<file path="src/rtl/user_id_pkg.sv">
// Shared types and default sizing for the user project ID reader path.
package user_id_pkg;

  localparam int DEFAULT_ID_WIDTH   = 32;
  localparam int DEFAULT_SHIFT_DIV  = 4;
  localparam int DEFAULT_SAMPLE_GAP = 2;

  typedef enum logic [1:0] {
    ST_IDLE  = 2'd0,
    ST_GAP   = 2'd1,
    ST_SHIFT = 2'd2
  } state_e;

endpackage

</file>
<file path="src/rtl/user_id_reader_if.sv">
// Read request, parallel ID result and serial readback bundle of the ID reader.
interface user_id_reader_if #(
  parameter int ID_WIDTH = 32
) ();

  logic                req_i;
  logic                busy_o;
  logic                id_valid_o;
  logic [ID_WIDTH-1:0] id_data_o;
  logic                id_mismatch_o;
  logic                ser_data_o;
  logic                ser_strobe_o;
  logic                ser_last_o;

  modport master (
    output req_i,
    input  busy_o, id_valid_o, id_data_o, id_mismatch_o,
    input  ser_data_o, ser_strobe_o, ser_last_o
  );

  modport slave (
    input  req_i,
    output busy_o, id_valid_o, id_data_o, id_mismatch_o,
    output ser_data_o, ser_strobe_o, ser_last_o
  );

endinterface

</file>
<file path="src/rtl/user_id_serializer.sv">
// MSB-first shifter: one bit per SHIFT_DIV clocks while active, last flags the final bit.
module user_id_serializer #(
  parameter int ID_WIDTH  = 32,
  parameter int SHIFT_DIV = 4
) (
  input  logic                clk_i,
  input  logic                rst_i,
  input  logic                load_i,
  input  logic [ID_WIDTH-1:0] load_data_i,
  input  logic                active_i,
  output logic                ser_data_o,
  output logic                strobe_o,
  output logic                last_o
);

  localparam int DIV_W = $clog2(SHIFT_DIV + 1);
  localparam int BIT_W = $clog2(ID_WIDTH + 1);
  localparam logic [DIV_W-1:0] DIV_MAX = DIV_W'(SHIFT_DIV - 1);
  localparam logic [BIT_W-1:0] BIT_MAX = BIT_W'(ID_WIDTH - 1);

  logic [ID_WIDTH-1:0] shreg_q, shreg_d;
  logic [DIV_W-1:0]    div_cnt_q, div_cnt_d;
  logic [BIT_W-1:0]    bit_cnt_q, bit_cnt_d;

  assign strobe_o   = active_i && (div_cnt_q == DIV_MAX);
  assign last_o     = strobe_o && (bit_cnt_q == BIT_MAX);
  assign ser_data_o = shreg_q[ID_WIDTH-1];

  always_comb begin
    shreg_d   = shreg_q;
    div_cnt_d = div_cnt_q;
    bit_cnt_d = bit_cnt_q;
    if (load_i) begin
      shreg_d   = load_data_i;
      div_cnt_d = '0;
      bit_cnt_d = '0;
    end else if (active_i) begin
      if (strobe_o) begin
        div_cnt_d = '0;
        // Clearing on the final bit keeps ser_data_o low once the reader is idle.
        if (last_o) begin
          shreg_d   = '0;
          bit_cnt_d = '0;
        end else begin
          shreg_d   = {shreg_q[ID_WIDTH-2:0], 1'b0};
          bit_cnt_d = bit_cnt_q + 1'b1;
        end
      end else begin
        div_cnt_d = div_cnt_q + 1'b1;
      end
    end
  end

  always_ff @(posedge clk_i) begin
    if (rst_i) begin
      shreg_q   <= '0;
      div_cnt_q <= '0;
      bit_cnt_q <= '0;
    end else begin
      shreg_q   <= shreg_d;
      div_cnt_q <= div_cnt_d;
      bit_cnt_q <= bit_cnt_d;
    end
  end

endmodule

</file>
<file path="src/rtl/user_id_reader.sv">
// Double-samples the mask_rev ID word, flags a non-constant ID, presents it in parallel
// and streams it out MSB-first.
module user_id_reader
  import user_id_pkg::*;
#(
  parameter int ID_WIDTH   = DEFAULT_ID_WIDTH,
  parameter int SHIFT_DIV  = DEFAULT_SHIFT_DIV,
  parameter int SAMPLE_GAP = DEFAULT_SAMPLE_GAP
) (
  input  logic                wb_clk_i,
  input  logic                wb_rst_i,
  input  logic [ID_WIDTH-1:0] mask_rev,
  user_id_reader_if.slave     rd
);

  localparam int GAP_W = $clog2(SAMPLE_GAP + 1);
  localparam logic [GAP_W-1:0] GAP_MAX = GAP_W'(SAMPLE_GAP - 1);

  state_e              state_q;
  logic [ID_WIDTH-1:0] s1_q;
  logic [GAP_W-1:0]    gap_cnt_q;
  logic                busy_q;
  logic                valid_q;
  logic [ID_WIDTH-1:0] data_q;
  logic                mismatch_q;

  logic gap_done;
  logic ser_data, ser_strobe, ser_last;

  assign gap_done = (state_q == ST_GAP) && (gap_cnt_q == GAP_MAX);

  always_ff @(posedge wb_clk_i) begin
    if (wb_rst_i) begin
      state_q    <= ST_IDLE;
      s1_q       <= '0;
      gap_cnt_q  <= '0;
      busy_q     <= 1'b0;
      valid_q    <= 1'b0;
      data_q     <= '0;
      mismatch_q <= 1'b0;
    end else begin
      case (state_q)
        ST_IDLE: begin
          if (rd.req_i) begin
            s1_q      <= mask_rev;
            valid_q   <= 1'b0;
            busy_q    <= 1'b1;
            gap_cnt_q <= '0;
            state_q   <= ST_GAP;
          end
        end
        ST_GAP: begin
          // Second sample is the one reported and shifted, even when it disagrees with the first.
          if (gap_done) begin
            data_q     <= mask_rev;
            mismatch_q <= (s1_q != mask_rev);
            valid_q    <= 1'b1;
            gap_cnt_q  <= '0;
            state_q    <= ST_SHIFT;
          end else begin
            gap_cnt_q <= gap_cnt_q + 1'b1;
          end
        end
        ST_SHIFT: begin
          if (ser_last) begin
            busy_q  <= 1'b0;
            state_q <= ST_IDLE;
          end
        end
        default: state_q <= ST_IDLE;
      endcase
    end
  end

  user_id_serializer #(
    .ID_WIDTH  (ID_WIDTH),
    .SHIFT_DIV (SHIFT_DIV)
  ) u_ser (
    .clk_i       (wb_clk_i),
    .rst_i       (wb_rst_i),
    .load_i      (gap_done),
    .load_data_i (mask_rev),
    .active_i    (state_q == ST_SHIFT),
    .ser_data_o  (ser_data),
    .strobe_o    (ser_strobe),
    .last_o      (ser_last)
  );

  assign rd.busy_o        = busy_q;
  assign rd.id_valid_o    = valid_q;
  assign rd.id_data_o     = data_q;
  assign rd.id_mismatch_o = mismatch_q;
  assign rd.ser_data_o    = ser_data;
  assign rd.ser_strobe_o  = ser_strobe;
  assign rd.ser_last_o    = ser_last;

endmodule

</file>
<file path="src/flat_wrapper.sv">
// flat-port wrapper written by rule: the top's interface ports become plain ports
module user_id_reader_flat import user_id_pkg::*;
#(
  parameter int ID_WIDTH   = DEFAULT_ID_WIDTH,
  parameter int SHIFT_DIV  = DEFAULT_SHIFT_DIV,
  parameter int SAMPLE_GAP = DEFAULT_SAMPLE_GAP
)
  (wb_clk_i, wb_rst_i, mask_rev, rd_req_i, rd_busy_o, rd_id_valid_o, rd_id_data_o, rd_id_mismatch_o, rd_ser_data_o, rd_ser_strobe_o, rd_ser_last_o);
  user_id_reader_if #(.ID_WIDTH(ID_WIDTH)) rd_i ();
  input  logic wb_clk_i;
  input  logic wb_rst_i;
  input  logic [ID_WIDTH-1:0] mask_rev;
  input wire logic [$bits(rd_i.req_i)-1:0] rd_req_i;
  output wire logic [$bits(rd_i.busy_o)-1:0] rd_busy_o;
  output wire logic [$bits(rd_i.id_valid_o)-1:0] rd_id_valid_o;
  output wire logic [$bits(rd_i.id_data_o)-1:0] rd_id_data_o;
  output wire logic [$bits(rd_i.id_mismatch_o)-1:0] rd_id_mismatch_o;
  output wire logic [$bits(rd_i.ser_data_o)-1:0] rd_ser_data_o;
  output wire logic [$bits(rd_i.ser_strobe_o)-1:0] rd_ser_strobe_o;
  output wire logic [$bits(rd_i.ser_last_o)-1:0] rd_ser_last_o;
  assign rd_i.req_i = rd_req_i;
  assign rd_busy_o = rd_i.busy_o;
  assign rd_id_valid_o = rd_i.id_valid_o;
  assign rd_id_data_o = rd_i.id_data_o;
  assign rd_id_mismatch_o = rd_i.id_mismatch_o;
  assign rd_ser_data_o = rd_i.ser_data_o;
  assign rd_ser_strobe_o = rd_i.ser_strobe_o;
  assign rd_ser_last_o = rd_i.ser_last_o;
  user_id_reader #(.ID_WIDTH(ID_WIDTH), .SHIFT_DIV(SHIFT_DIV), .SAMPLE_GAP(SAMPLE_GAP)) u_core (.wb_clk_i(wb_clk_i), .wb_rst_i(wb_rst_i), .mask_rev(mask_rev), .rd(rd_i));
endmodule
</file>
<file path="config.mk">
export PLATFORM = sky130hd
export DESIGN_NAME = user_id_reader_flat
export DESIGN_NICKNAME = d
export VERILOG_FILES = /design/src/rtl/user_id_pkg.sv /design/src/rtl/user_id_reader_if.sv /design/src/rtl/user_id_serializer.sv /design/src/rtl/user_id_reader.sv /design/src/flat_wrapper.sv
export SDC_FILE = /design/constraint.sdc
export NUM_CORES = 1
export LEC_CHECK = 0
export ABC_AREA = 0
export CORE_MARGIN = 2
export CORE_UTILIZATION = 50
export DETAILED_ROUTE_END_ITERATION = 10
export PLACE_DENSITY = 0.76
export SYNTH_ARGS = -nofsm -noshare
export SYNTH_HDL_FRONTEND = slang
export SYNTH_HIERARCHICAL = 1
export SYNTH_SLANG_ARGS = --single-unit
</file>
<file path="constraint.sdc">
create_clock -name wb_clk_i -period 3.4 [get_ports wb_clk_i]
set_input_delay 0.51 -clock wb_clk_i [delete_from_list [all_inputs] [get_ports wb_clk_i]]
set_output_delay 0.51 -clock wb_clk_i [all_outputs]
set_load 0.05 [all_outputs]
</file>
# --- Word level (Yosys, flattened, before mapping) ---
# Index checks and enable logic that the tools add are counted.
word_totals:
  register_bits: 112
  inputBits: 35
  out_inout_bits: 38
  wordCells: 58
op_classes:
  n_addsub: 3
  eq_ne: 9
  muxes: 19
  n_reduce_logical: 17
ops:
  columns: ["operator", "count"]
  rows:
  - ["$mux W32", 4]
  - ["$ne A32 B32 Y1", 1]
  - ["$mux W2", 5]
  - ["$reduce_and A2 Y1", 5]
  - ["$reduce_and A3 Y1", 3]
  - ["$reduce_bool A2 Y1", 4]
  - ["$add A6 B1 Y6 const B", 1]
  - ["$eq A6 B5 Y1 const B", 1]
  - ["$mux W6", 1]
  - ["$pmux W2 S3", 1]
  - ["$eq A2 B1 Y1 const B", 2]
  - ["$mux W1", 4]
  - ["$ne A2 B2 Y1 const B", 2]
  - ["$pmux W1 S2", 2]
  - ["$pmux W2 S2", 1]
  - ["$add A3 B1 Y3 const B", 1]
  - ["$eq A3 B2 Y1 const B", 1]
  - ["$logic_and A1 B1 Y1", 3]
  - ["$mux W3", 1]
  - ["$add A2 B1 Y2 const B", 1]
  - ["$eq A2 B2 Y1 const B", 1]
  - ["$logic_not A2 Y1", 1]
  - ["$ne A2 B1 Y1 const B", 1]
  - ["$reduce_or A2 Y1", 1]

# --- Longest topological paths before layout ---
logic_depth:
  word_depth: 7
  ltp_mapped: 10

# --- By module ---
# Netlist, hierarchy kept.
modules_own_cells:
  columns: ["module", "n_inst", "cells_per_inst", "area_each_um2", "seq_area_each_um2"]
  rows:
  - ["user_id_reader", 1, 352, 2851.5, 1421.4]
  - ["user_id_serializer", 1, 235, 2040.7, 820.8]

# --- Worst setup path before layout ---
# Ideal clock, no wire load.
synth_path:
  kind: "flip-flop to output port"
  start: "register u_core.state_q[1]"
  end: "output rd_ser_last_o"
  arrival_ns: 2.285
  required_ns: 2.890
  path_slack_ns: 0.605
  stages_incl_launch_ff: 5
  n_path_buf: 1
  cell_sequence: "dfxtp_1 > nor2b_1 > nand3b_2 > buf_2 > nor3_1"
synth_via:
  elab_chain_cells: 3
synth_lines:
  columns: ["item", "line_no", "text"]
  rows:
  - ["start: declaration", "user_id_reader.sv:19", "state_e state_q;"]
  - ["start signal: assignment", "user_id_reader.sv:34", "state_q <= ST_IDLE;"]
  - ["start signal: assignment", "user_id_reader.sv:49", "state_q <= ST_GAP;"]
  - ["start signal: assignment", "user_id_reader.sv:59", "state_q <= ST_SHIFT;"]
  - ["$eq A2 B2 Y1", "user_id_reader.sv:83", ".active_i (state_q == ST_SHIFT),"]
  - ["$logic_and A1 B1 Y1", "user_id_serializer.sv:25", "assign strobe_o = active_i && (div_cnt_q == DIV_MAX);"]
  - ["$logic_and A1 B1 Y1", "user_id_serializer.sv:26", "assign last_o = strobe_o && (bit_cnt_q == BIT_MAX);"]
  - ["end: declaration", "flat_wrapper.sv:20", "output wire logic [$bits(rd_i.ser_last_o)-1:0] rd_ser_last_o;"]
# No other way between the ends.

# --- Worst setup path in the final report ---
# Ends and elaborated chain as after synthesis.

==> reports/results.txt <==
Hold-fix buffers, CTS: 0
share of the synthesized area in the top cell type: 45.83%
Die X: 102.9 um
Initial DRC Count: 225
Cells after Synth: 587
met2 usage: 34.82%
CP max stage delay: 480 ps
Final Util: 60.48%
GR Layer Usage met3: 2.847%
worst path required time: 2890 ps
PwrDens: 449.7 nW/um^2
CP Launch Type: register
Setup-failing EPs final: 0
Final TNS setup: 0 ps
Worst IR Drop VDD: 0.0002303 V
maximum fanout along the worst path: 8
Max Clock Skew: 12.19 ps
Avg Cell Area, Syn: 8.334 um^2
Vias: 4236
max-cap violations: 0
Detail Route Antenna Nets: 0
largest net degree at the start of global routing: 100
final hold slack: 458.9 ps
slew margin rel.: 55.80%
Synth Net Count: 624
Post-route DRC: 0
GRT Total Usage: 22.50%
Max Freq: 0.3839 GHz
Top delay family on crit path: simple AND/OR/NAND/NOR gates
first-pass GRT wire length: 18710 um
# rows: 36
Worst Hold Class: reg2reg
Routed wire per std cell: 15.59 um
Num CTS Buffers: 9
full die area: 10590 um^2
Vert. Die Dim: 102.9 um
Synth Flop Type: dfxtp_1
register bit count reported by yosys: 112
WS Path Type: reg2out
via/cell ratio: 5.523
Place WS: 1187 ps
total length of routed wires: 11960 um
Min Clock Period, post-route: 2605 ps
crit path capture type: output port
worst skew pair latency: 370 ps
register share of total power: 52.9%
synth cell count leaders: nand2_1 (138), dfxtp_1 (112), a21oi_1 (98), nor2b_1 (32), o211ai_1 (32)
ys async rst share: 0%
Power Internal: 1926 uW
initial antenna violation count: 0
synth-to-layout area growth: 19.16%
Worst Path Arrival: 2090 ps
# Post-CTS Setup Buffers: 0
gr busiest metal: met2
buffers and inverters on the worst path: 1
CP cell instances: nor2b_1 > nand3b_2 > nor3_1 > buf_12
H-tree depth: 3
Clock Tree Root: clkbuf_8
Seq/Total Area, Yosys: 45.83%
setup ws final: 795.2 ps
clock sink count: 112
P_sw: 695.2 uW
share of cells above drive strength 1: 6.467%
met1 GRT Util: 32.97%
# diodes: 0
Final Hold Fails: 0
clk slew on worst S/H paths: 110 ps
Ys Warns: 6
dominant cells by area after synthesis: dfxtp_1 (46%), nand2_1 (11%), a21oi_1 (10%)
PostCTS Resize Cnt: 0
I/O pin count: 73
fin nets: 666
Clk network pwr share: 34.9%
grt ovf: 0
Logic pwr share: 12.3%
core footprint: 9639 um^2
RSZ-0062 raised after global routing: no
I/O Buffers: 72
status: finished clean
area leader, netlist: dfxtp_1
Final Wtd Congestion: 0.8080
Bufs on Longest Clock Path: 2
Syn Std Cell Area: 4892 um^2
Leakage: 0.002022 uW
First-pass DRT Iterations: 5
CTS tree: built
period utilization: 76.61%
Net Sw Frac: 26.52%
dpl hpwl: 7678 um
library cells used by synthesis: 42
Slew Viols, Final: 0
EDFF count, synth: 0
initial core utilization: 50.75%
vias in the first global route: 3751
most frequent cell after synthesis: nand2_1
Slew @ Worst Pin: 663.0 ps
critical path's slowest cell: nor2b_1
==> logic make-up after synthesis <==
kind of cell               count (synthesis)  synth area share [%]
DFF                                      112                 45.83
and+or+nand+nor                          213                 20.10
buffers and inverters                     52                 5.652
AOI/OAI and AO/OA                        175                 21.97
xor gates and xnor gates                  32                 5.729
adders and majority gates                  2                0.5114
muxes                                      1                0.2046
==> sequential cells by signal, indices dropped and copies added, names as in the netlist <==
| name | cells |
|---|---|
| u_core/u_ser/shreg_q | 32 |
| u_core/u_ser/bit_cnt_q | 6 |
| u_core/rd.id_data_o | 32 |
| u_core/s1_q | 32 |
| u_core/rd.id_mismatch_o | 1 |
| u_core/state_q | 2 |
| u_core/rd.busy_o | 1 |
| u_core/gap_cnt_q | 2 |
| u_core/u_ser/div_cnt_q | 3 |
| u_core/rd.id_valid_o | 1 |
==> final cells by class <==
class                           instances  area [um^2]
Inverter                                4        20.02
Tap cell                              133        166.4
Clock buffer                           10        137.6
Multi-Input combinational cell        423         2376
Timing Repair Buffer                   79        790.8
Fill cell                             891         3810
Clock inverter                          6        96.34
Sequential cell                       112         2242
==> through the flow <==
step | instances | total power (uW) | area (um^2)
2_1_floorplan | 587 | 1616 | 4892
3_3_place_gp | 751 | 1727 | 5595
3_5_place_dp | 751 | 1735 | 5595
4_1_cts | 767 | 2631 | 5829
5_1_grt | 767 | 2712 | 5829
6_report | 767 | 2622 | 5829
==> layout by cell type (no fill, tap or decap), types with 3 or more instances in the layout <==
master           instances
a21oi_1                 98
a21oi_2                  7
a22oi_1                 31
buf_4                    8
clkbuf_8                10
clkdlybuf4s50_1         69
dfxtp_1                112
nand2_1                138
nand2b_1                 4
nand3_1                  4
nor2_1                   6
nor2b_1                 32
nor3_1                   3
nor4_1                   8
o211ai_1                32
or3_1                    3
xnor2_1                  4
xor2_1                  28
==> routing by layer <==
layer  share of wire [%]  wire (um)
met4                0.78         93
met3                 4.9        580
met1                  47       5662
met5                   0          0
met2                  47       5621
==> power by group through the flow <==
stage / clock network [uW] / registers (uW) / logic (uW)
finish: 914 / 1390 / 321
CTS: 924 / 1390 / 321
global route: 972 / 1390 / 348
global placement: 0 / 1410 / 314
detailed placement: 0 / 1420 / 319
floorplan: 0 / 1450 / 164
==> worst register-to-register path: cells and delay by family, from the launching register on <==
| family | cells | cell delay (ps) |
|---|---|---|
| AOI/OAI and AO/OA | 2 | 310 |
| and+or+nand+nor | 2 | 620 |
| DFF | 1 | 460 |
| buffers and inverters | 3 | 810 |
==> final timing paths <==
path              cells past startpoint  slack (ps)                  endpoint                    start
setup / recovery                      4         800             rd_ser_last_o        u_core/state_q[1]
hold / removal                        2         460   u_core/rd.id_data_o[17]  u_core/rd.id_data_o[17]
setup reg to reg                      7        1120  u_core/u_ser/shreg_q[18]        u_core/state_q[1]
hold reg to reg                       2         460   u_core/rd.id_data_o[17]  u_core/rd.id_data_o[17]
No activity file was read; power rests on OpenSTA's default activity.
